===== config.mk =====
export PLATFORM = sky130hd
export DESIGN_NAME = mem_arbiter
export DESIGN_NICKNAME = d
export VERILOG_FILES = /design/src/rtl/mem_arb_pkg.sv /design/src/rtl/mem_arbiter_rr_pick2.sv /design/src/rtl/mem_arbiter.sv
export SDC_FILE = /design/constraint.sdc
export NUM_CORES = 1
export LEC_CHECK = 0
export ABC_AREA = 1
export CORE_ASPECT_RATIO = 1.2
export CORE_MARGIN = 2
export CORE_UTILIZATION = 30
export CTS_CLUSTER_DIAMETER = 200
export CTS_CLUSTER_SIZE = 20
export DETAILED_ROUTE_END_ITERATION = 8
export HOLD_SLACK_MARGIN = 0.12
export PLACE_DENSITY = 0.7
export SYNTH_ARGS = -nofsm -noshare
export SYNTH_HDL_FRONTEND = slang
export SYNTH_SLANG_ARGS = --single-unit

===== constraint.sdc =====
create_clock -name clk -period 1.45 [get_ports clk]
set_input_delay 0.435 -clock clk [delete_from_list [all_inputs] [get_ports clk]]
set_output_delay 0.435 -clock clk [all_outputs]
set_load 0.05 [all_outputs]

===== src/rtl/mem_arb_pkg.sv =====
// Shared encodings and limits for the two-port memory arbiter.
// Optional round-robin tie-break is enabled by defining ARB_RR_EN.
package mem_arb_pkg;

    typedef enum logic [1:0] {
        IDLE   = 2'd0,
        ACCESS = 2'd1,
        DONE   = 2'd2
    } state_e;

    typedef enum logic {
        CPU    = 1'b0,
        LOADER = 1'b1
    } owner_e;

    localparam int WAIT_MIN = 1;
    localparam int WAIT_MAX = 15;

    // Down-counter load value; out-of-range settings are clamped.
    function automatic logic [3:0] wait_load(input int wc);
        int w;
        w = wc;
        if (w < WAIT_MIN) w = WAIT_MIN;
        if (w > WAIT_MAX) w = WAIT_MAX;
        return 4'(w - 1);
    endfunction

endpackage


===== src/rtl/mem_arbiter_rr_pick2.sv =====
// Two-way tie-break between CPU and loader requests.
// A tie goes to the port that did not own the previous grant.
module rr_pick2
    import mem_arb_pkg::*;
(
    input  logic req_cpu,
    input  logic req_ld,
    input  logic last_owner,
    output logic owner
);

    always_comb begin
        owner = CPU;
        if (req_cpu && req_ld) begin
            owner = (last_owner == CPU) ? LOADER : CPU;
        end else if (req_ld) begin
            owner = LOADER;
        end
    end

endmodule


===== src/rtl/mem_arbiter.sv =====
// Single-port memory arbiter between a multicycle CPU and a loader port.
// Define ARB_RR_EN for round-robin ties; otherwise the CPU always wins.
module mem_arbiter
    import mem_arb_pkg::*;
#(
    parameter int ADDR_W      = 32,
    parameter int DATA_W      = 32,
    parameter int WAIT_CYCLES = 1
) (
    input  logic              clk,
    input  logic              rst_n,
    input  logic              cpu_rd,
    input  logic              cpu_wr,
    input  logic [ADDR_W-1:0] cpu_addr,
    input  logic [DATA_W-1:0] cpu_wdata,
    output logic [DATA_W-1:0] cpu_rdata,
    output logic              cpu_stall,
    input  logic              ld_req,
    input  logic              ld_we,
    input  logic [ADDR_W-1:0] ld_addr,
    input  logic [DATA_W-1:0] ld_wdata,
    output logic              ld_gnt,
    output logic              ld_done,
    output logic [DATA_W-1:0] ld_rdata,
    output logic              mem_en,
    output logic              mem_we,
    output logic [ADDR_W-1:0] mem_addr,
    output logic [DATA_W-1:0] mem_wdata,
    input  logic [DATA_W-1:0] mem_rdata
);

    localparam logic [3:0] CNT_LOAD = wait_load(WAIT_CYCLES);

    state_e            state_q, state_d;
    logic [3:0]        cnt_q, cnt_d;
    owner_e            owner_q, owner_d;
    logic [ADDR_W-1:0] addr_q, addr_d;
    logic [DATA_W-1:0] wdata_q, wdata_d;
    logic              we_q, we_d;
    logic [DATA_W-1:0] cpu_rdata_q, cpu_rdata_d;
    logic [DATA_W-1:0] ld_rdata_q, ld_rdata_d;

    logic cpu_req;
    logic any_req;
    logic last_owner;
    logic pick;

    assign cpu_req = cpu_rd | cpu_wr;
    assign any_req = cpu_req | ld_req;

    rr_pick2 u_pick (
        .req_cpu    (cpu_req),
        .req_ld     (ld_req),
        .last_owner (last_owner),
        .owner      (pick)
    );

`ifdef ARB_RR_EN
    logic last_q, last_d;

    always_comb begin
        last_d = last_q;
        if (state_q == IDLE && any_req) begin
            last_d = pick;
        end
    end

    always_ff @(posedge clk or negedge rst_n) begin
        if (!rst_n) begin
            last_q <= LOADER;
        end else begin
            last_q <= last_d;
        end
    end

    assign last_owner = last_q;
`else
    // Treating the loader as last owner makes every tie go to the CPU.
    assign last_owner = LOADER;
`endif

    always_comb begin
        state_d     = state_q;
        cnt_d       = cnt_q;
        owner_d     = owner_q;
        addr_d      = addr_q;
        wdata_d     = wdata_q;
        we_d        = we_q;
        cpu_rdata_d = cpu_rdata_q;
        ld_rdata_d  = ld_rdata_q;
        unique case (state_q)
            IDLE: begin
                if (any_req) begin
                    state_d = ACCESS;
                    cnt_d   = CNT_LOAD;
                    owner_d = owner_e'(pick);
                    if (owner_e'(pick) == CPU) begin
                        addr_d  = cpu_addr;
                        wdata_d = cpu_wdata;
                        we_d    = cpu_wr;
                    end else begin
                        addr_d  = ld_addr;
                        wdata_d = ld_wdata;
                        we_d    = ld_we;
                    end
                end
            end
            ACCESS: begin
                if (cnt_q == 4'd0) begin
                    state_d = DONE;
                    if (!we_q) begin
                        if (owner_q == CPU) begin
                            cpu_rdata_d = mem_rdata;
                        end else begin
                            ld_rdata_d = mem_rdata;
                        end
                    end
                end else begin
                    cnt_d = cnt_q - 4'd1;
                end
            end
            DONE: begin
                state_d = IDLE;
            end
            default: begin
                state_d = IDLE;
            end
        endcase
    end

    always_ff @(posedge clk or negedge rst_n) begin
        if (!rst_n) begin
            state_q     <= IDLE;
            cnt_q       <= 4'd0;
            owner_q     <= CPU;
            addr_q      <= '0;
            wdata_q     <= '0;
            we_q        <= 1'b0;
            cpu_rdata_q <= '0;
            ld_rdata_q  <= '0;
        end else begin
            state_q     <= state_d;
            cnt_q       <= cnt_d;
            owner_q     <= owner_d;
            addr_q      <= addr_d;
            wdata_q     <= wdata_d;
            we_q        <= we_d;
            cpu_rdata_q <= cpu_rdata_d;
            ld_rdata_q  <= ld_rdata_d;
        end
    end

    assign mem_en    = (state_q == ACCESS);
    assign mem_we    = (state_q == ACCESS) & we_q;
    assign mem_addr  = addr_q;
    assign mem_wdata = wdata_q;

    assign ld_gnt  = (state_q == ACCESS || state_q == DONE)
                   && (owner_q == LOADER);
    assign ld_done = (state_q == DONE) && (owner_q == LOADER);

    // Released only in DONE so the CPU advances exactly once per access.
    assign cpu_stall = cpu_req
                     && !((state_q == DONE) && (owner_q == CPU));

    assign cpu_rdata = cpu_rdata_q;
    assign ld_rdata  = ld_rdata_q;

endmodule


==> reports/metrics.cfg <==
[status]
status=complete, but fails checks
violations=negative setup slack

[synth]
synth_most_common_cell=nand2_1
yosys_warnings=0
syn_area_um2=6480
ys_ff_latch=136
synthTopCellsByArea=dfrtp_1 52%, nand2_1 16%, o211ai_2 9.7%
synth-edff-count=0
synth_cell_types=22
yosysTopAreaCellShare_pct=52.5
async_flop_share_pct=100
synth-simple-area-share_pct=18.1
synth_top_family_by_area=simple AND/OR/NAND/NOR gates
synthAdderAreaFrac_pct=0.965
yosysSeqAreaShare_pct=52.5
synthMuxAreaShare_pct=0
syn_avg_cell_area_um2=8.93
syn_nets=897
synthCells=726
synth_compound_area_share_pct=16.8
ys.flop_type=dfrtp_1
synth_top_cell_by_area=dfrtp_1
synth_commonest_cells=282 x nand2_1, 136 x dfrtp_1, 108 x inv_1, 64 x o21ai_1, 50 x o211ai_2
yosys.area_share.xor_xnor_pct=0.135

[cts]
worstSkewPairLatency_ns=0.42
numCtsBuffers=17
cts_num_sinks=136
cts_max_level=4
cts_buffer_depth=2
cts_tree=yes
cts.clk_slew.worst_paths_ns=0.07
root_buffer=clkbuf_16

[floorplan]
core_um2=21100
die_height_um=165
die-width_um=138
start_util_pct=30.7
dieArea_um2=22800
io_pins=299
placementRows=58

[setup_path]
required_ns=1.02
path_cells=buf_6, ha_4, nand2_4, clkinvlp_4, buf_12
critPathSlowestCell=dfrtp_1
start_kind=register
cp_max_fo=3
path_class=reg -> out
arrival_ns=1.46
slowest_delay_ns=0.41
cp.buffers_inverters=3
cp_top_family=flip-flops
worst_setup_path_end_kind=output pin

[layout]
drive_gt1_share_pct=40.8
design_area_um2=13100
nets=1267
finalNonFillerCells=1380
synthToLayoutAreaGrowth_pct=103

[grt]
track_usage_pct=19.4
grt_pass1_wl_um=34300
grt_pass1_vias=6337
grt_max_degree=41
antenna_found_initial=1
overflow=0

[placed_design]
placed_area_um2=11200
hpwl_um=14500
io_buffers=298
dp.cells=1280
place_ws_ns=-0.545
routabilityCongestion=0.785

[sta]
fin_ws_ns=-0.442
maxSlewHeadroom_pct=72.6
finalCriticalPeriod_ns=1.89
fin_skew_ns=0.00893
rsz0062_at_grt=yes
report.final.slew_viol_count=0
finalHoldViolCount=0
fin_tns_setup_ns=-14.16
fmax_ghz=0.529
worst_pin_slew_ns=0.411
setup_viol=92
min_period_over_period_pct=130

[power_and_ir_drop]
p_leak_nw=6.44
vdd_drop_max_v=0.00156
p_per_area_nw_per_um2=2630
finalPower_mw=34.6

[flow_run]
max_cap_violations=0

[detailed_routing]
vias=6420
drt_iter0_drc=183
drc_errors=0
via_per_inst=4.65
first_pass_iters=4
wirelength_um=24300
wl_per_cell_um=17.6
ant_nets=0

[hold_path]
min_path_type=in -> async

==> metal layers <==
metal | share of wire (%) | vias up | wire length [um] | GRT usage, %
met3 | 6.0 | 65 | 1450 | 5.02
met5 | 0 | - | 0 | 0
met4 | 4.0 | 0 | 966 | 7.51
li1 | - | 3027 | - | -
met2 | 53 | 277 | 12900 | 35.7
met1 | 37 | 3051 | 8930 | 21.4
==> logic make-up (layout without fill, tap and decap cells) <==
group           after synthesis  in the layout
xor+xnor                      1              1
simple gates                299            299
fa+ha+maj                     5              5
buf+inv                     150            533
flops                       136            136
compound gates              135            135
other cells                   0              1
==> power by group <==
group / internal (mW) / switching, mW / leakage, nW
Clock: 2.26 / 1.94 / 0.272
Combinational: 10.8 / 11.6 / 4.57
Sequential: 5.74 / 2.25 / 1.59
==> final timing paths <==
path	from	endpoint	slack (ns)	cells after the start
worst max-delay path	state_q[0]	mem_we	-0.44	5
worst min-delay path	rst_n	cpu_rdata[13]	0.46	2
worst max register to register	state_q[1]	cpu_rdata[16]	-0.27	10
worst min register to register	cnt_q[1]	cnt_q[1]	0.50	2
max in group asynchronous	rst_n	mem_wdata[0]	0.42	3
min in group clk	cnt_q[1]	cnt_q[1]	0.50	2
==> metrics by stage <==
stage / utilization (%) / hold WS (ns)
global route: 62.2 / 0.475
floorplan: - / 0.139
detailed placement: 53.1 / 0.340
global placement: 53.1 / 0.339
CTS: 57.8 / 0.463
finish: 62.2 / 0.463
==> placed cells by master, fill, tap and decap left out, types with 4 or more instances in the layout <==
cell type        netlist  routed
nand3_1                4       4
o21ai_0                4       4
buf_4                  8      52
buf_6                 18      10
dfrtp_2                0      24
o211ai_1              14      14
clkbuf_16              0      24
clkinvlp_4             0       5
nand2_4                0      34
inv_1                108     103
inv_6                  0       8
o21ai_1               64      12
buf_16                 0       5
buf_12                 0     149
nand2_2                2      18
o211ai_2              50      50
o21ai_2                0      49
clkdlybuf4s50_1        0     161
nand2_1              282     231
nor2_1                 7       7
dfrtp_1              136     112
==> layout make-up <==
class | instances | area [um2]
Antenna cell | 1 | 2.50
Clock buffer | 17 | 425
Clock inverter | 15 | 129
Fill cell | 1630 | 7980
Inverter | 111 | 435
Multi-Input combinational cell | 440 | 2900
Sequential cell | 136 | 3430
Tap cell | 270 | 338
Timing Repair Buffer | 390 | 5480
==> registers in the layout, indices dropped and copies added (netlist names) <==
signal,count
mem_addr,32
cpu_rdata,32
we_q,1
state_q,2
mem_wdata,32
ld_rdata,32
cnt_q,4
owner_q,1
==> worst register-to-register path: cells and delay by family, from the launching register on <==
family | cells | cell delay, ns
buf+inv | 5 | 0.62
flops | 1 | 0.41
simple gates | 3 | 0.33
fa+ha+maj | 1 | 0.19
compound gates | 1 | 0.06
==> repair_timing <==
action,CTS,global route
hold buffers,1,0
pin swaps,6,9
hold endpoints to repair,25,0
buffers inserted,14,46
gates cloned,8,7
resized for setup,30,180
setup endpoints to repair,131,234
No activity file was read; power rests on OpenSTA's default activity.
